File: src/rtl/dx_issue_pkg.sv
// dx_issue_pkg: shared types for the DX issue controller.
// Mult/div tracking is built only when DX_ISSUE_MD_EN is defined.
package dx_issue_pkg;

  localparam int REG_W = 5;

  typedef enum logic [1:0] {
    NORMAL  = 2'd0,
    SPLIT   = 2'd1,
    MD_WAIT = 2'd2
  } dx_state_e;

  // Counter width for a mult/div occupancy of lat cycles (never below 5).
  function automatic int cnt_w(input int lat);
    int w;
    w = $clog2(lat);
    return (w < 5) ? 5 : w;
  endfunction

endpackage

File: src/rtl/dx_md_counter.sv
// dx_md_counter: mult/div occupancy down-counter.
// zero_next flags the wait cycle whose decrement reaches zero.
module dx_md_counter #(
  parameter int W    = 5,
  parameter int LOAD = 15
) (
  input  logic clock,
  input  logic ctrl_reset,
  input  logic load,
  input  logic dec,
  output logic zero_next
);

  logic [W-1:0] cnt_q;

  // Load on mult/div issue, count down while waiting, saturate at zero.
  always_ff @(posedge clock or posedge ctrl_reset) begin
    if (ctrl_reset) begin
      cnt_q <= '0;
    end else if (load) begin
      cnt_q <= W'(LOAD);
    end else if (dec && (cnt_q != '0)) begin
      cnt_q <= cnt_q - W'(1);
    end
  end

  // Last wait cycle: the count leaves one (or is already spent).
  assign zero_next = (cnt_q <= W'(1));

endmodule

File: src/rtl/dx_issue_ctrl.sv
// dx_issue_ctrl: 2-wide execute issue control (RAW split, mult/div hold).
// DX_ISSUE_MD_EN adds mult/div tracking (MD_WAIT state and counter).
module dx_issue_ctrl
  import dx_issue_pkg::*;
#(
  parameter int MD_LATENCY = 16
) (
  input  logic             clock,
  input  logic             ctrl_reset,
  input  logic             dx_valid0,
  input  logic             dx_valid1,
  input  logic [REG_W-1:0] dx_rd0,
  input  logic             dx_wr0,
  input  logic [REG_W-1:0] dx_rs1,
  input  logic [REG_W-1:0] dx_rt1,
  input  logic             dx_md0,
  input  logic             dx_md1,
  output logic             issue0,
  output logic             issue1,
  output logic             dx_we0,
  output logic             dx_we1,
  output logic             fd_stall,
  output logic             md_busy
);

  dx_state_e state_q;
  dx_state_e state_d;
  logic      pending_q;
  logic      pending_d;
  logic      hazard;
  logic      md0_go;
  logic      md1_go;
  logic      md_load;
  logic      md_dec;

`ifdef DX_ISSUE_MD_EN
  logic md_zero;

  dx_md_counter #(
    .W    (cnt_w(MD_LATENCY)),
    .LOAD (MD_LATENCY - 1)
  ) u_md_cnt (
    .clock      (clock),
    .ctrl_reset (ctrl_reset),
    .load       (md_load),
    .dec        (md_dec),
    .zero_next  (md_zero)
  );

  assign md0_go = dx_valid0 & dx_md0;
  assign md1_go = dx_valid1 & dx_md1;
`else
  logic unused_md;

  assign md0_go    = 1'b0;
  assign md1_go    = 1'b0;
  assign unused_md = ^{dx_md0, dx_md1, md_load,
                       md_dec, pending_q, MD_LATENCY[0]};
`endif

  // Slot 1 reads a register slot 0 is about to write.
  assign hazard = dx_valid0 & dx_valid1 & dx_wr0
                & (dx_rd0 != '0)
                & ((dx_rs1 == dx_rd0) | (dx_rt1 == dx_rd0));

  assign md_busy = (state_q == MD_WAIT);

  // Issue decision, latch enables and next state.
  always_comb begin
    state_d   = state_q;
    pending_d = pending_q;
    issue0    = 1'b0;
    issue1    = 1'b0;
    dx_we0    = 1'b1;
    dx_we1    = 1'b1;
    fd_stall  = 1'b0;
    md_load   = 1'b0;
    md_dec    = 1'b0;
    unique case (state_q)
      NORMAL: begin
        if (md0_go) begin
          issue0    = 1'b1;
          dx_we0    = 1'b0;
          dx_we1    = 1'b0;
          fd_stall  = 1'b1;
          md_load   = 1'b1;
          pending_d = dx_valid1;
          state_d   = MD_WAIT;
        end else if (hazard) begin
          issue0   = 1'b1;
          dx_we0   = 1'b0;
          dx_we1   = 1'b0;
          fd_stall = 1'b1;
          state_d  = SPLIT;
        end else if (md1_go) begin
          issue0    = dx_valid0;
          issue1    = 1'b1;
          dx_we0    = 1'b0;
          dx_we1    = 1'b0;
          fd_stall  = 1'b1;
          md_load   = 1'b1;
          pending_d = 1'b0;
          state_d   = MD_WAIT;
        end else begin
          issue0 = dx_valid0;
          issue1 = dx_valid1;
        end
      end
      SPLIT: begin
        issue1  = dx_valid1;
        state_d = NORMAL;
        if (md1_go) begin
          dx_we0    = 1'b0;
          dx_we1    = 1'b0;
          fd_stall  = 1'b1;
          md_load   = 1'b1;
          pending_d = 1'b0;
          state_d   = MD_WAIT;
        end
      end
`ifdef DX_ISSUE_MD_EN
      MD_WAIT: begin
        dx_we0   = 1'b0;
        dx_we1   = 1'b0;
        fd_stall = 1'b1;
        md_dec   = 1'b1;
        if (md_zero) begin
          pending_d = 1'b0;
          if (pending_q) begin
            state_d = SPLIT;
          end else begin
            state_d  = NORMAL;
            dx_we0   = 1'b1;
            dx_we1   = 1'b1;
            fd_stall = 1'b0;
          end
        end
      end
`endif
      default: begin
        state_d   = NORMAL;
        pending_d = 1'b0;
      end
    endcase
    if (ctrl_reset) begin
      issue0   = 1'b0;
      issue1   = 1'b0;
      dx_we0   = 1'b1;
      dx_we1   = 1'b1;
      fd_stall = 1'b0;
    end
  end

  // State and owed-slot-1 flag.
  always_ff @(posedge clock or posedge ctrl_reset) begin
    if (ctrl_reset) begin
      state_q   <= NORMAL;
      pending_q <= 1'b0;
    end else begin
      state_q   <= state_d;
      pending_q <= pending_d;
    end
  end

endmodule
File: config.mk
export PLATFORM = sky130hd
export DESIGN_NAME = dx_issue_ctrl
export DESIGN_NICKNAME = d
export VERILOG_FILES = /design/src/rtl/dx_issue_pkg.sv /design/src/rtl/dx_md_counter.sv /design/src/rtl/dx_issue_ctrl.sv
export SDC_FILE = /design/constraint.sdc
export NUM_CORES = 1
export LEC_CHECK = 0
export CORE_AREA = 2 2 39 41
export CTS_CLUSTER_DIAMETER = 40
export DETAILED_ROUTE_END_ITERATION = 12
export DIE_AREA = 0 0 41 43
export DONT_BUFFER_PORTS = 1
export GPL_TIMING_DRIVEN = 0
export PLACE_DENSITY = 0.38
export SKIP_LAST_GASP = 1
export SLEW_MARGIN = 30
export SYNTH_ARGS = -nofsm -noshare
export SYNTH_HDL_FRONTEND = slang
export SYNTH_SLANG_ARGS = --single-unit
File: constraint.sdc
create_clock -name clock -period 2.02 [get_ports clock]
set_input_delay 0.404 -clock clock [delete_from_list [all_inputs] [get_ports clock]]
set_output_delay 0.404 -clock clock [all_outputs]
set_load 0.02 [all_outputs]
## Word level (Yosys, flattened, before mapping)

Index checks and enable logic that the tools add are counted.

| word-level totals | value |
|---|---|
| flip-flop bits (word level) | 2 |
| input port bits | 22 |
| output and inout port bits | 6 |
| logic and storage cells | 27 |

| operators by class | value |
|---|---|
| equality and inequality tests | 5 |
| multiplexer cells | 14 |
| bitwise logic cells | 5 |
| reductions and logical operators | 2 |

Operator list:

| operator | count |
|---|---|
| 2-to-1 mux 1 bit | 11 |
| equality test 5 bit | 2 |
| nonzero test 5 bit | 1 |
| AND 1 bit | 4 |
| 2-to-1 mux 2 bit | 2 |
| equality test 2 x 1 -> 1 bit, second input constant | 1 |
| equality test 2 bit, second input constant | 1 |
| zero test 2 bit | 1 |
| inequality test 2 bit, second input constant | 1 |
| case mux 1 bit (2 select lines) | 1 |
| OR 1 bit | 1 |

## Depth between registers and ports, before layout

| depth | value |
|---|---|
| word-level depth | 7 |
| mapped depth | 5 |
| mapped depth without buffers | 4 |

## Least setup slack after synthesis

Ideal clock, no wire load.

| timing path | value |
|---|---|
| path type | input -> output |
| start | in dx_rd0[1] |
| end | out dx_we1 |
| data arrival time | 1.569 ns |
| path slack | 0.047 ns |
| stages on the path | 4 |
| buffers on the path | 1 |
| path through | or4_4 o2111ai_2 or3_1 buf_4 |

| between the ends | value |
|---|---|
| longest elaborated chain between the ends | 6 |
| elaborated cells between the ends (all ways) | 9 |

RTL lines:

| what | RTL line | source |
|---|---|---|
| start: declaration | dx_issue_ctrl.sv:12 | `input logic [REG_W-1:0] dx_rd0,` |
| equality test 5 bit or nonzero test 5 bit (tied branches) | dx_issue_ctrl.sv:64, dx_issue_ctrl.sv:63 |  |
| OR 1 bit or AND 1 bit (tied branches) | dx_issue_ctrl.sv:64, dx_issue_ctrl.sv:63 |  |
| AND 1 bit * | dx_issue_ctrl.sv:64 | `& ((dx_rs1 == dx_rd0) \| (dx_rt1 == dx_rd0));` |
| 2-to-1 mux 1 bit * (3 in series) | - |  |
| end: declaration | dx_issue_ctrl.sv:21 | `output logic dx_we1,` |

Every way passes the cells marked *; elsewhere a longest branch is shown, timed or not.

## Worst setup path after layout

Ends and elaborated chain as after synthesis.

==> impl_metrics.env <==
export IMPL_pin_count=28
export IMPL_core_area_um2=1384
export IMPL_r2r_slack_ns=1.13
export IMPL_drv_cap=0
export IMPL_r2r_start="state_q[0]"
export IMPL_wl_per_cell_um=13.57
export IMPL_synthesis_nets=50
export IMPL_ys_types=14
export IMPL_grt_usage_pct=5.912
export IMPL_wl_um=597
export IMPL_hold_buffers=0
export IMPL_crit_path_end_kind="output port"
export IMPL_vias=204
export IMPL_drive_gt1_share_pct=17.86
export IMPL_rsz0062_at_grt="no"
export IMPL_finalNonFillerCells=44
export IMPL_status="finished clean"
export IMPL_area_growth_pct=11.17
export IMPL_worstSetupStartpoint="dx_rd0[1]"
export IMPL_synth_avg_cell_area_um2=7.999
export IMPL_drcViolationCount=0
export IMPL_largest_register="state_q"
export IMPL_fmax_ghz=0.5121
export IMPL_hold_ws_ns=0.1532
export IMPL_overflow=0
export IMPL_worstSetupPathType="input pin to output port"
export IMPL_slew_headroom_pct=58.79
export IMPL_portBuffers=0
export IMPL_dpl_hpwl_um=552.5
export IMPL_cp_required_ns=1.62
export IMPL_period_share_pct=96.67
export IMPL_dp_cells=44
export IMPL_synthCells=28
export IMPL_start_kind="input pin"
export IMPL_place_area_um2=244.0
export IMPL_tightest_slew_ns=0.6134
export IMPL_synth_warnings=0
export IMPL_synth_seq_area_share_pct=11.17
export IMPL_initial_core_util_pct=16.18
export IMPL_die_h_um=43
export IMPL_nets=52
export IMPL_ant_nets=0
export IMPL_first_iter_violations=1
export IMPL_finalHoldViolations=0
export IMPL_via_per_inst=4.636
export IMPL_fin_crit_ns=1.953
export IMPL_diodes=0
export IMPL_met3_length_um=109
export IMPL_dr_max_layer_used="met3"
export IMPL_finClkSkew_ns=0
export IMPL_critPathArrivalTime_ns=1.55
export IMPL_syn_area_um2=224.0
export IMPL_globalplace_congestion=0.5596
export IMPL_min_path_type="input pin to asynchronous set/reset pin"
export IMPL_ir_worst_vdd_uv=110.6
export IMPL_ys_ff_latch=1
export IMPL_grt_pass1_vias=216
export IMPL_clock_latency_ns=0
export IMPL_slew_violations=0
export IMPL_core_rowCount=14
export IMPL_met1_length_um=199
export IMPL_largest_register_ff_count=1
export IMPL_critPathMaxFanout=4
export IMPL_power_density_nw_per_um2=219.8
export IMPL_p_leak_nw=0.1026
export IMPL_grt_max_degree=5
export IMPL_num_fill_cells=161
export IMPL_clk_pin_slew_ns=0
export IMPL_setup_violations=0
export IMPL_met2_length_um=289
export IMPL_p_total_mw=0.05473
export IMPL_finalInstanceArea_um2=249.0
export IMPL_antenna_found_initial=0
export IMPL_grt_pass1_wl_um=724
export IMPL_top_regs="state_q: 1 flops"
export IMPL_dieArea_um2=1763
export IMPL_drt_pass1_iterations=2
export IMPL_die_x_um=41
==> layout make-up <==
type,count,area [um^2],area share (%)
Inverter,1,3.754,1.508
Multi-Input combinational cell,24,185.2,74.37
Tap cell,16,20.02,8.040
Sequential cell,1,25.02,10.05
Buffer,2,15.01,6.030
==> cells by family (layout without fill, tap and decap cells) <==
kind of cell | after synthesis | after routing | synth area share [%]
AOI/OAI and AO/OA | 3 | 3 | 14.52
DFF | 1 | 1 | 11.17
and+or+nand+nor | 10 | 10 | 25.14
xor gates and xnor gates | 10 | 10 | 39.10
other | 1 | 1 | 1.674
buffers and inverters | 3 | 3 | 8.376
==> cells in the mapped netlist <==
master	number	share of area (%)
o2111ai_2	1	6.7
or4_4	1	5.0
and2_1	1	2.8
nor3_1	3	6.7
nor2b_1	1	2.8
nor2_1	3	5.0
o211a_1	1	4.5
a22oi_1	1	3.4
dfrtp_1	1	11
xor2_1	10	39
buf_4	2	6.7
inv_1	1	1.7
or3_1	1	2.8
conb_1	1	1.7
==> timing repair <==
| item | CTS | global route |
|---|---|---|
| hold endpoints to repair | 0 | 0 |
| buffers inserted | 0 | 0 |
| resized for setup | 1 | 0 |
| endpoints found under the setup margin | 1 | 0 |
==> metal layers <==
layer / track usage, % / vias up
li1: - / 92
met1: 4.473 / 87
met2: 13.75 / 25
met3: 0.5236 / 0
met4: 0 / 0
met5: 0 / -
==> worst max-delay path, cell delays in order <==
cell and delay [ns]:
or4_4 0.52, o2111ai_2 0.26, or3_4 0.22, buf_4 0.14
==> cell usage in the layout (no fill, tap or decap), types with 2 or more instances in the layout <==
master / instances
xor2_1: 10
nor3_1: 3
nor2_1: 3
buf_4: 2
==> where the power goes <==
group          switching (mW)  internal [mW]  leakage (nW)  total, mW
Sequential          0.0000547         0.0206        0.0139     0.0206
Clock                       0              0             0          0
Combinational          0.0180         0.0161        0.0887     0.0341
Total                  0.0180         0.0367         0.103     0.0547
==> path summary, 6_finish.rpt <==
kind,endpoint,cells after the start
min reg2reg,state_q[0],3
max,dx_we1,4
min,state_q[0],1
max reg2reg,state_q[0],3
min in group clock,state_q[0],3
max in group asynchronous,state_q[0],1
==> stage by stage <==
step	worst slack [ns]	TNS, ns	util, %
final	0.06717	0	17.99
after CTS	0.06488	0	17.99
after global routing	0.01315	0	17.99
after global placement	-0.00002431	-0.00002431	17.63
after floorplan	0.04737	0	-
after detailed placement	-0.02515	-0.02515	17.63
No activity file was read; power rests on OpenSTA's default activity.
